--- src/rtl/nibble_serial_add_if.sv ---
`default_nettype none
// ============================================================================
//  Module      : nibble_serial_add_if
//  Description : Request/result bundle for the nibble-serial adder.
//                The master side drives the operands and start strobe; the
//                slave side returns the held result and status flags.
//  Revision    : 1.0  initial release
// ============================================================================
interface nibble_serial_add_if #(
  parameter int NIBBLES = 4
);
  localparam int W = 4 * NIBBLES;

  logic         strt;
  logic [W-1:0] A;
  logic [W-1:0] B;
  logic         cin;
  logic [W-1:0] sum;
  logic         co;
  logic         busy;
  logic         done;

  modport master (
    output strt, A, B, cin,
    input  sum, co, busy, done
  );

  modport slave (
    input  strt, A, B, cin,
    output sum, co, busy, done
  );
endinterface
`default_nettype wire

--- src/rtl/nibble_serial_add.sv ---
`default_nettype none
// ============================================================================
//  Module      : adder4 / nibble_serial_add
//  Description : adder4 is a 4-bit ripple-carry adder slice.
//                nibble_serial_add reuses one adder4 to add two
//                4*NIBBLES-bit operands plus carry-in, one nibble per clock,
//                least-significant nibble first, with the carry held in a
//                register between nibbles.
//  Revision    : 1.0  initial release
// ============================================================================

module adder4 (
  input  logic [3:0] A,
  input  logic [3:0] B,
  input  logic       cin,
  output logic [3:0] sum,
  output logic       co
);
  // Ripple the carry through the four bit positions.
  always_comb begin
    logic c;
    c   = cin;
    sum = 4'd0;
    for (int i = 0; i < 4; i++) begin
      sum[i] = A[i] ^ B[i] ^ c;
      c      = (A[i] & B[i]) | (c & (A[i] ^ B[i]));
    end
    co = c;
  end
endmodule

module nibble_serial_add #(
  parameter int NIBBLES = 4
) (
  input  logic               clk,
  input  logic               rst_n,
  nibble_serial_add_if.slave bus
);
  localparam int              W        = 4 * NIBBLES;
  localparam int              CW       = $clog2(NIBBLES) + 1;
  localparam logic [CW-1:0]   c_LAST   = CW'(NIBBLES - 1);

  typedef enum logic [0:0] {
    IDLE = 1'b0,
    ADD  = 1'b1
  } state_t;

  state_t        r_state;
  state_t        w_state_nxt;
  logic          w_load;
  logic          w_step;
  logic          w_last;

  logic [W-1:0]  r_sha;
  logic [W-1:0]  r_shb;
  logic          r_carry;
  logic [CW-1:0] r_cnt;
  logic [W-1:0]  r_partial;
  logic [W-1:0]  r_sum;
  logic          r_co;
  logic          r_done;

  logic [3:0]    w_slice_sum;
  logic          w_slice_co;
  logic [W-1:0]  w_partial_nxt;
  logic          w_unused;

  // The single shared slice always works on the current low nibbles.
  adder4 u_slice (
    .A   (r_sha[3:0]),
    .B   (r_shb[3:0]),
    .cin (r_carry),
    .sum (w_slice_sum),
    .co  (w_slice_co)
  );

  // Newest nibble enters at the top so that after NIBBLES steps the
  // least-significant nibble has drifted down to bit 0.
  assign w_partial_nxt = {w_slice_sum, r_partial[W-1:4]};

  // The bottom nibble of the partial register is always shifted out unread.
  assign w_unused = &{1'b0, r_partial[3:0]};

  // State register.
  always_ff @(posedge clk or negedge rst_n) begin
    if (!rst_n) begin
      r_state <= IDLE;
    end else begin
      r_state <= w_state_nxt;
    end
  end

  // Next-state and step control: accept a start only while idle, finish
  // on the step that handles the most-significant nibble.
  always_comb begin
    w_state_nxt = r_state;
    w_load      = 1'b0;
    w_step      = 1'b0;
    w_last      = 1'b0;
    case (r_state)
      IDLE: begin
        if (bus.strt) begin
          w_load      = 1'b1;
          w_state_nxt = ADD;
        end
      end
      ADD: begin
        w_step = 1'b1;
        if (r_cnt == c_LAST) begin
          w_last      = 1'b1;
          w_state_nxt = IDLE;
        end
      end
      default: w_state_nxt = IDLE;
    endcase
  end

  // Datapath: operand capture, per-nibble shifting, and the held result
  // which only changes on the completing step.
  always_ff @(posedge clk or negedge rst_n) begin
    if (!rst_n) begin
      r_sha     <= '0;
      r_shb     <= '0;
      r_carry   <= 1'b0;
      r_cnt     <= '0;
      r_partial <= '0;
      r_sum     <= '0;
      r_co      <= 1'b0;
      r_done    <= 1'b0;
    end else begin
      r_done <= w_last;
      if (w_load) begin
        r_sha   <= bus.A;
        r_shb   <= bus.B;
        r_carry <= bus.cin;
        r_cnt   <= '0;
      end else if (w_step) begin
        r_sha     <= r_sha >> 4;
        r_shb     <= r_shb >> 4;
        r_carry   <= w_slice_co;
        r_cnt     <= r_cnt + 1'b1;
        r_partial <= w_partial_nxt;
      end
      if (w_last) begin
        r_sum <= w_partial_nxt;
        r_co  <= w_slice_co;
      end
    end
  end

  assign bus.sum  = r_sum;
  assign bus.co   = r_co;
  assign bus.done = r_done;
  assign bus.busy = (r_state == ADD);
endmodule
`default_nettype wire

--- src/flat_wrapper.sv ---
// flat-port wrapper written by rule: the top's interface ports become plain ports
module nibble_serial_add_flat 
#(
  parameter int NIBBLES = 4
)
  (clk, rst_n, bus_strt, bus_A, bus_B, bus_cin, bus_sum, bus_co, bus_busy, bus_done);
  nibble_serial_add_if #(.NIBBLES(NIBBLES)) bus_i ();
  input  logic clk;
  input  logic rst_n;
  input wire logic [$bits(bus_i.strt)-1:0] bus_strt;
  input wire logic [$bits(bus_i.A)-1:0] bus_A;
  input wire logic [$bits(bus_i.B)-1:0] bus_B;
  input wire logic [$bits(bus_i.cin)-1:0] bus_cin;
  output wire logic [$bits(bus_i.sum)-1:0] bus_sum;
  output wire logic [$bits(bus_i.co)-1:0] bus_co;
  output wire logic [$bits(bus_i.busy)-1:0] bus_busy;
  output wire logic [$bits(bus_i.done)-1:0] bus_done;
  assign bus_i.strt = bus_strt;
  assign bus_i.A = bus_A;
  assign bus_i.B = bus_B;
  assign bus_i.cin = bus_cin;
  assign bus_sum = bus_i.sum;
  assign bus_co = bus_i.co;
  assign bus_busy = bus_i.busy;
  assign bus_done = bus_i.done;
  nibble_serial_add #(.NIBBLES(NIBBLES)) u_core (.clk(clk), .rst_n(rst_n), .bus(bus_i));
endmodule
--- config.mk ---
export PLATFORM = sky130hd
export DESIGN_NAME = nibble_serial_add_flat
export DESIGN_NICKNAME = d
export VERILOG_FILES = /design/src/rtl/nibble_serial_add_if.sv /design/src/rtl/nibble_serial_add.sv /design/src/flat_wrapper.sv
export SDC_FILE = /design/constraint.sdc
export NUM_CORES = 1
export LEC_CHECK = 0
export ABC_AREA = 1
export CORE_MARGIN = 2
export CORE_UTILIZATION = 35
export DETAILED_ROUTE_END_ITERATION = 7
export PLACE_DENSITY = 0.59
export SLEW_MARGIN = 20
export SYNTH_ARGS = -nofsm -noshare
export SYNTH_HDL_FRONTEND = slang
export SYNTH_SLANG_ARGS = --single-unit
--- constraint.sdc ---
create_clock -name clk -period 4.5 [get_ports clk]
set_input_delay 0.9 -clock clk [delete_from_list [all_inputs] [get_ports clk]]
set_output_delay 0.9 -clock clk [all_outputs]
set_load 0.01 [all_outputs]
==> flow_metrics.py, run 1 <==
metrics = {
    "status": {
        "status": "finished, final reports clean",
    },
    "synthesis": {
        "yosys_register_bits": 67,
        "ys_seq_area_share_pct": 59.7,
        "yosysWarnings": 0,
        "syn_area_sq_um": 2810,
        "syn_nets": 351,
        "avgSynthCellArea_sq_um": 9.08,
        "synth_cell_types": 14,
        "syn_inst": 309,
    },
    "die": {
        "fp.dieW_microns": 93.5,
        "initial_core_util_pct": 36.1,
        "io_pins": 55,
        "chipHeight_microns": 93.5,
        "dieArea_sq_um": 8750,
        "design.core.area_sq_um": 7770,
        "num_rows": 32,
    },
    "setup_path": {
        "cpPeakStageDelay_ns": 0.83,
        "crit_path_max_fanout": 25,
        "path_depth": 1,
        "path_cells": "clkdlybuf4s50_1",
        "worstRegToRegCells": 8,
        "worst-setup-path-type": "flop to output port",
        "r2r_end": "u_core.bus.sum[15]",
        "crit_path_end_kind": "output port",
        "cp_slowest_cell": "dfrtp_1",
        "cp-start-kind": "flop",
        "cp.required_ns": 3.60,
        "critical_path_buf_inv_count": 1,
        "cp_top_family": "flip-flops",
        "rrSetupSlack_ns": 2.32,
        "rr_startpoint": "u_core.r_carry",
        "arrival_ns": 1.84,
    },
    "sta": {
        "fin_crit_sh_pct": 60.9,
        "final-max-slew-violation-count": 0,
        "maxSlewHeadroom_pct": 37.0,
        "clock_skew_ns": 0.00613,
        "finalHoldViolations": 0,
        "worst-slew-pin-transition_ns": 0.943,
        "fmax_ghz": 0.365,
        "fin_crit_ns": 2.74,
        "rsz0062_at_grt": "false",
        "setup_tns_ns": 0,
        "finalSetupViolCount": 0,
    },
    "layout": {
        "nFillCells": 771,
        "finalNonFillerCells": 465,
        "multi_input_area_sq_um": 955,
        "seq_area_sq_um": 1680,
        "n_antenna_cell": 0,
        "drive_above_1_share_pct": 6.34,
        "areaGrowthSynthToFinish_pct": 28.7,
        "num-nets-final": 400,
        "final_area_sq_um": 3610,
        "final_core_util_pct": 46.5,
    },
    "clock_tree": {
        "cts.sinks": 67,
        "cts-htree-levels": 3,
        "holdBufCountCts": 0,
        "clk_latency_ns": 0.34,
        "clockBufferDepth": 2,
        "clk_pin_slew_worst_paths_ns": 0.07,
        "postCtsSetupRepairBufs": 0,
        "cts_resized": 0,
        "cts_tree": "built",
        "cts_buffers": 9,
        "cts_root_buf": "clkbuf_8",
    },
    "placement": {
        "dp_cells": 449,
        "place.gp.congestion": 0.736,
        "dpl-instance-area_sq_um": 3400,
        "place_hpwl_mm": 3.61,
        "port_buffers": 54,
    },
    "global_routing": {
        "grtUsageTotal_pct": 14.1,
        "gr-usage-met1_pct": 18.8,
        "grt_max_degree": 40,
        "grt_antenna_before_repair": 0,
        "grt_pass1_wl_mm": 9.47,
        "use_met2_pct": 21.3,
        "grt_pass1_vias": 2077,
        "grt_overflow": 0,
        "top_usage_layer": "met2",
        "met3_usage_pct": 3.22,
    },
    "power_and_ir_drop": {
        "leakage_nw": 1.72,
        "p_per_area_nw_per_um2": 625,
        "ir_drop_mv": 0.184,
    },
    "routing": {
        "drt_iter0_drc": 70,
        "ant_nets": 0,
        "vias": 2160,
        "drc": 0,
        "wl_per_cell_microns": 11.9,
        "drt-pass1-iter-count": 4,
        "wl_mm": 5.54,
        "routed_via_density": 4.65,
    },
    "hold_path": {
        "hold-path-endpoint": "u_core.r_sha[12]",
        "worstHoldStart": "u_core.r_sha[12]",
        "min-delay-path-class": "flop to flop",
        "hold_path_depth": 2,
    },
    "job": {
        "maxCapViolCount": 0,
    },
}
per-layer routing:
| metal | part of all wire (%) | wire (microns) |
|---|---|---|
| met1 | 49 | 2700 |
| met2 | 45 | 2510 |
| met3 | 4.2 | 233 |
| met4 | 1.8 | 99 |
| met5 | 0 | 0 |
layout by cell type (no fill, tap or decap), drive strengths merged:
cell type	netlist	layout
buf	14	4
nand3	58	58
ha	2	2
fa	4	4
nor2	2	2
bufinv	0	2
clkdlybuf4s50	0	53
dfrtp	67	67
o21ai	27	27
inv	21	21
clkbuf	5	9
clkinv	0	5
nand2	109	109
state kept, by name, indices dropped and copies added, names as in the netlist:
register	cells
u_core.r_carry	1
u_core.r_sha	16
u_core.r_partial	12
u_core.r_shb	16
u_core.bus.sum	16
u_core.bus.done	1
u_core.bus.busy	1
u_core.bus.co	1
u_core.r_cnt	3
cell families (layout without fill, tap and decap cells):
group	count (synthesis)	count (layout)	share of synthesized area [%]
simple gates	169	169	25.5
compound gates	27	27	4.81
fa+ha+maj	6	6	3.74
buf+inv	40	94	6.24
flops	67	67	59.7
how the worst max path moves through the flow:
stage | startpoint | to | slack [ns]
2_1_floorplan | u_core.r_carry | u_core.bus.sum[15] | 2.44
3_3_place_gp | bus_strt | u_core.r_shb[1] | 2.00
3_5_place_dp | bus_strt | u_core.r_cnt[2] | 1.94
4_1_cts | u_core.bus.busy | bus_busy | 1.68
5_1_grt | u_core.bus.busy | bus_busy | 1.66
6_report | u_core.bus.busy | bus_busy | 1.76
per-stage QoR:
| step | hold WS, ns | setup slack (ns) | power [mW] |
|---|---|---|---|
| after CTS | 0.476 | 1.68 | 2.30 |
| after global placement | 0.453 | 2.00 | 1.72 |
| after global routing | 0.494 | 1.66 | 2.44 |
| after detailed placement | 0.458 | 1.94 | 1.75 |
| final | 0.471 | 1.76 | 2.26 |
| after floorplan | 0.442 | 2.44 | 1.46 |
power breakdown:
group / leakage (nW) / internal [mW] / switching (mW)
clock network: 0.113 / 0.311 / 0.232
logic: 0.726 / 0.333 / 0.406
registers: 0.882 / 0.830 / 0.147
total: 1.72 / 1.47 / 0.785
area by class of cell:
type,instances,share of cell area [%]
tap,102,3.53
clock buffer,9,3.43
clock inverter,7,2.56
timing repair buffer,57,15.4
multi-input combinational,202,26.4
inverter,21,2.18
sequential,67,46.4
synthesized netlist by cell type, drive strengths merged:
master / n / area [sq um]
nand3: 58 / 290
nand2: 109 / 409
dfrtp: 67 / 1680
ha: 2 / 25.0
o21ai: 27 / 135
nor2: 2 / 15.0
clkbuf: 5 / 18.8
buf: 14 / 77.6
fa: 4 / 80.1
inv: 21 / 78.8
No activity file was read; power rests on OpenSTA's default activity.
==> inputs of run 2 (changes only) <==
Clock period 4.5 ns to 2.7 ns, I/O delays scaled along.
==> run 2 against run 1 <==
  * Global-route usage is 0.28 points higher
  * Final cell count increased by 0.22%
  * Clock skew rose by 0.0013 ns
  * Combinational power rose by 76%
  * Sequential share of layout area is 0.21 points higher
  * Power increased by 60%
  * Count of clock-buffer cells in the layout grew 3
  * Hold slack got worse by 0.21 ns
==> flow_metrics.py, run 2 (synthesis results as in run 1) <==
metrics = {
    "sta": {
        "finalSetupViolCount": 0,
        "worst_slack_ns": 0.525,
        "clock_skew_ns": 0.00744,
        "fin_crit_ns": 2.17,
        "fin_crit_sh_pct": 80.5,
        "holdWs_ns": 0.263,
        "final-max-slew-violation-count": 0,
        "setup_tns_ns": 0,
        "rsz0062_at_grt": "false",
        "maxSlewHeadroom_pct": 45.8,
        "worst-slew-pin-transition_ns": 0.811,
        "finalHoldViolations": 0,
        "fmax_ghz": 0.460,
    },
    "die": {
        "fp.dieW_microns": 93.5,
        "initial_core_util_pct": 36.1,
        "dieArea_sq_um": 8750,
        "chipHeight_microns": 93.5,
        "design.core.area_sq_um": 7770,
        "num_rows": 32,
        "io_pins": 55,
    },
    "global_routing": {
        "grt_overflow": 0,
        "grt_pass1_wl_mm": 9.72,
        "grt_max_degree": 40,
        "grtUsageTotal_pct": 14.4,
        "grt_antenna_before_repair": 0,
        "grt_pass1_vias": 2165,
    },
    "clock_tree": {
        "postCtsSetupRepairBufs": 0,
        "cts_buffers": 9,
        "cts_resized": 0,
        "holdBufCountCts": 0,
        "cts_root_buf": "clkbuf_8",
        "cts.sinks": 67,
        "clk_pin_slew_worst_paths_ns": 0.07,
        "clockBufferDepth": 2,
        "cts-htree-levels": 3,
        "cts_tree": "built",
        "clk_latency_ns": 0.34,
    },
    "routing": {
        "wl_per_cell_microns": 12.1,
        "drt-pass1-iter-count": 4,
        "ant_nets": 0,
        "drc": 0,
        "wl_mm": 5.66,
        "drt_iter0_drc": 66,
        "vias": 2163,
        "routed_via_density": 4.64,
    },
    "layout": {
        "nFillCells": 788,
        "layout_commonest_cell": "nand2_1",
        "multi_input_area_sq_um": 955,
        "seq_area_sq_um": 1680,
        "final_area_sq_um": 3600,
        "n_antenna_cell": 0,
        "drive_above_1_share_pct": 6.04,
        "finalNonFillerCells": 466,
        "mostFrequentLayoutCells": "nand2_1 (109), dfrtp_1 (67), nand3_1 (58), clkdlybuf4s50_1 (53), o21ai_1 (27)",
        "final_core_util_pct": 46.3,
        "areaGrowthSynthToFinish_pct": 28.1,
        "num-nets-final": 402,
    },
    "setup_path": {
        "cp_slowest_cell": "fa_1",
        "crit_top_cell": "fa_1",
        "path_cells": "fa_1 -> inv_1 -> fa_1 -> inv_1 -> fa_1 -> inv_1 -> fa_1 -> o21ai_1",
        "arrival_ns": 2.43,
        "crit_path_end_kind": "flop",
        "worst-setup-path-type": "flop to flop",
        "crit_path_max_fanout": 2,
        "cp.required_ns": 2.96,
        "cpPeakStageDelay_ns": 0.42,
        "cp-start-kind": "flop",
    },
    "placement": {
        "port_buffers": 54,
        "place_hpwl_mm": 3.75,
        "dp_cells": 451,
        "dpl-instance-area_sq_um": 3440,
        "post-place-ws_ns": 0.522,
        "place.gp.congestion": 0.806,
    },
    "power_and_ir_drop": {
        "leakage_nw": 1.71,
        "ir_drop_mv": 0.355,
        "power_mw": 3.61,
        "p_per_area_nw_per_um2": 1000,
    },
    "job": {
        "maxCapViolCount": 0,
    },
    "hold_path": {
        "min-delay-path-class": "input port to asynchronous set/reset pin",
    },
    "status": {
        "status": "finished, final reports clean",
    },
}
run 2: cell count changes in the layout (fill, tap and decap cells not counted):
cell / delta
buf_12: +2
bufinv_16: -2
clkbuf_1: +2
clkbuf_8: +1
clkinv_4: -2
run 2: final timing paths:
kind	startpoint	end	slack (ns)	cells after the start
setup reg to reg	u_core.r_carry	u_core.bus.sum[15]	0.53	8
setup / recovery	u_core.r_carry	u_core.bus.sum[15]	0.53	8
max in group asynchronous	rst_n	u_core.bus.sum[12]	1.79	2
min in group clk	u_core.r_sha[12]	u_core.r_sha[12]	0.47	2
hold / removal	rst_n	u_core.bus.sum[10]	0.26	1
hold reg to reg	u_core.r_sha[12]	u_core.r_sha[12]	0.47	2
run 2: per-layer routing:
layer | routed length [microns] | GRT usage (%)
met1 | 2650 | 18.5
met2 | 2630 | 22.8
met3 | 284 | 4.43
met4 | 95 | 5.68
met5 | 0 | 0
run 2: area by class of cell:
class | instances | area share [%]
timing repair buffer | 59 | 16.6
multi-input combinational | 202 | 26.5
sequential | 67 | 46.6
tap | 102 | 3.55
clock inverter | 3 | 0.418
clock buffer | 12 | 4.04
inverter | 21 | 2.19
run 2: worst max-delay path: cells and delay by family, from the launching register on:
family	cells	cell delay, ns
AO/OA/AOI/OAI	1	0.14
flip-flops	1	0.40
buffers and inverters	3	0.20
adder cells (fa/ha/maj)	4	1.36
run 2: report_power, final:
| part | switching [mW] | leakage (nW) | internal [mW] |
|---|---|---|---|
| combinational | 0.710 | 0.745 | 0.590 |
| clock | 0.350 | 0.0860 | 0.349 |
| sequential | 0.224 | 0.882 | 1.38 |
| total | 1.28 | 1.71 | 2.32 |
==> inputs of run 3 (changes only) <==
Settings changed: PLACE_DENSITY 0.59 to 0.61.
Clock period 2.7 ns to 1.8 ns, I/O delays scaled along.
==> run 3 against run 2 <==
  * The flow now finishes with violations (setup timing)
  * Core utilization up 1.4 points
  * Via count rose by 2.5%
  * Clock power is 69% higher
  * Combinational power increased by 62%
  * First-iteration DRC count is 120% higher
  * Sequential power rose by 49%
  * Flip-flop and latch count unchanged
  * Worst setup slack got worse by 0.82 ns
  * Fmax grew 4.1%
  * Sequential share of layout area shrank 1.4 points
  * Cell area is 3.1% higher
  * Final cell count is 1.5% higher
  * Critical path type unchanged
  * Largest cell class unchanged
==> flow_metrics.py, run 3 (synthesis results as in run 1) <==
metrics = {
    "status": {
        "status": "finished with violations",
        "violations": "setup timing",
    },
    "setup_path": {
        "path_cells": "fa_2 -> inv_2 -> fa_2 -> inv_2 -> fa_2 -> inv_2 -> fa_2 -> o21ai_1",
        "cp.required_ns": 2.06,
        "worstRegToRegCells": 8,
        "cp_slowest_cell": "fa_2",
        "cpPeakStageDelay_ns": 0.44,
        "critPathCapture": "u_core.r_partial[15]",
        "crit_start": "u_core.r_carry",
        "arrival_ns": 2.35,
        "rr_startpoint": "u_core.r_carry",
        "worst-setup-path-type": "flop to flop",
        "r2r_end": "u_core.r_partial[15]",
        "crit_top_cell": "fa_2",
        "crit_path_max_fanout": 2,
        "crit_path_end_kind": "flop",
        "cp-start-kind": "flop",
        "rrSetupSlack_ns": -0.29,
    },
    "sta": {
        "worst_slack_ns": -0.290,
        "worst-slew-pin-transition_ns": 0.646,
        "finalHoldViolations": 0,
        "rsz0062_at_grt": "true",
        "final-max-slew-violation-count": 0,
        "fin_crit_sh_pct": 116,
        "finalSetupViolCount": 4,
        "maxSlewHeadroom_pct": 56.9,
        "setup_tns_ns": -0.728,
        "fin_crit_ns": 2.09,
        "clock_skew_ns": 0.0106,
        "fmax_ghz": 0.478,
    },
    "routing": {
        "routed_via_density": 4.68,
        "drt-pass1-iter-count": 4,
        "wl_met1_mm": 2.68,
        "top_layer_used": "met4",
        "dr_wl_met2_mm": 2.62,
        "ant_nets": 0,
        "wl_mm": 5.75,
        "drc": 0,
        "drt_iter0_drc": 145,
        "vias": 2216,
        "dr_wl_met3_microns": 362,
        "wl_per_cell_microns": 12.1,
    },
    "layout": {
        "final_area_sq_um": 3710,
        "mostFrequentLayoutCells": "nand2_1 (109), dfrtp_1 (66), nand3_1 (58), clkdlybuf4s50_1 (53), o21ai_1 (26)",
        "areaGrowthSynthToFinish_pct": 32.1,
        "n_antenna_cell": 0,
        "num-nets-final": 408,
        "layout_commonest_cell": "nand2_1",
        "drive_above_1_share_pct": 10.5,
    },
    "global_routing": {
        "grt_antenna_before_repair": 0,
        "grt_pass1_wl_mm": 9.85,
        "grt_pass1_vias": 2142,
        "grt_overflow": 0,
        "grtUsageTotal_pct": 14.4,
        "grt_max_degree": 68,
    },
    "die": {
        "io_pins": 55,
        "initial_core_util_pct": 36.1,
        "dieArea_sq_um": 8750,
        "num_rows": 32,
        "fp.dieW_microns": 93.5,
        "chipHeight_microns": 93.5,
        "design.core.area_sq_um": 7770,
    },
    "clock_tree": {
        "cts.sinks": 67,
        "clk_latency_ns": 0.34,
        "clockBufferDepth": 2,
        "cts_buffers": 9,
        "clk_pin_slew_worst_paths_ns": 0.07,
        "cts-htree-levels": 3,
        "cts_root_buf": "clkbuf_8",
        "cts_tree": "built",
    },
    "placement": {
        "place.gp.congestion": 0.759,
        "port_buffers": 54,
        "post-place-ws_ns": -0.297,
        "place_hpwl_mm": 3.78,
        "dpl-instance-area_sq_um": 3500,
    },
    "power_and_ir_drop": {
        "p_comb_share_pct": 37.0,
        "p_sw_mw": 2.00,
        "pwr-share-clk_pct": 20.8,
        "leakage_nw": 1.75,
        "p_sw_share_pct": 35.2,
        "power_frac_seq_pct": 42.2,
        "p_int_mw": 3.69,
        "p_per_area_nw_per_um2": 1540,
        "ir_drop_mv": 0.479,
    },
    "job": {
        "maxCapViolCount": 0,
    },
    "hold_path": {
        "min-delay-path-class": "input port to asynchronous set/reset pin",
    },
}
==> run 3: worst min-delay path by stage <==
| stage | start | to | slack, ns | depth (start not counted) |
|---|---|---|---|---|
| after floorplan | rst_n | u_core.bus.busy | 0.06 | 0 |
| after CTS | rst_n | u_core.bus.sum[6] | 0.04 | 2 |
| after global placement | rst_n | u_core.bus.sum[1] | 0.41 | 2 |
| final | rst_n | u_core.bus.sum[6] | 0.03 | 2 |
| after detailed placement | rst_n | u_core.bus.sum[6] | 0.40 | 2 |
| after global routing | rst_n | u_core.bus.sum[6] | 0.05 | 2 |
==> run 3: area by class of cell <==
cell class	instances	area, sq um
Clock inverter	5	53.8
Clock buffer	11	131
Fill cell	761	4060
Tap cell	102	128
Timing Repair Buffer	65	668
Inverter	21	78.8
Sequential cell	67	1680
Multi-Input combinational cell	202	968
==> run 3: worst max-delay path, delay by kind of cell, from the launching register on <==
kind	cells	cell delay (ns)
AO/OA/AOI/OAI	1	0.12
adder cells (fa/ha/maj)	4	1.33
buffers and inverters	3	0.16
flip-flops	1	0.40
==> run 3: layer usage <==
metal | GRT usage, % | vias to the layer above
li1 | - | 1103
met1 | 18.8 | 1038
met2 | 23.0 | 67
met3 | 5.16 | 8
met4 | 3.74 | 0
met5 | 0 | -
==> run 3: through the flow <==
stage / power (mW) / hold WS, ns / util (%) / std cells
3_3_place_gp: 4.45 / 0.409 / 45.0 / 455
4_1_cts: 5.75 / 0.0376 / 47.6 / 473
2_1_floorplan: 3.66 / 0.0644 / - / 309
6_report: 5.69 / 0.0323 / 47.7 / 473
5_1_grt: 6.17 / 0.0490 / 47.7 / 473
3_5_place_dp: 4.53 / 0.405 / 45.0 / 455
==> run 3: power by group through the flow <==
stage               Clock, mW  Sequential [mW]  Combinational (mW)
finish                   1.18             2.40                2.11
global route             1.29             2.48                2.40
CTS                      1.21             2.41                2.13
detailed placement          0             2.43                2.10
global placement            0             2.41                2.04
floorplan                   0             2.45                1.21
==> run 3: repair_timing <==
action                                  4_1_cts  5_1_grt
pin swaps                                     2        3
endpoints found under the setup margin        6        6
hold buffers                                  0        0
setup buffers                                 2        0
resized for setup                             1        4
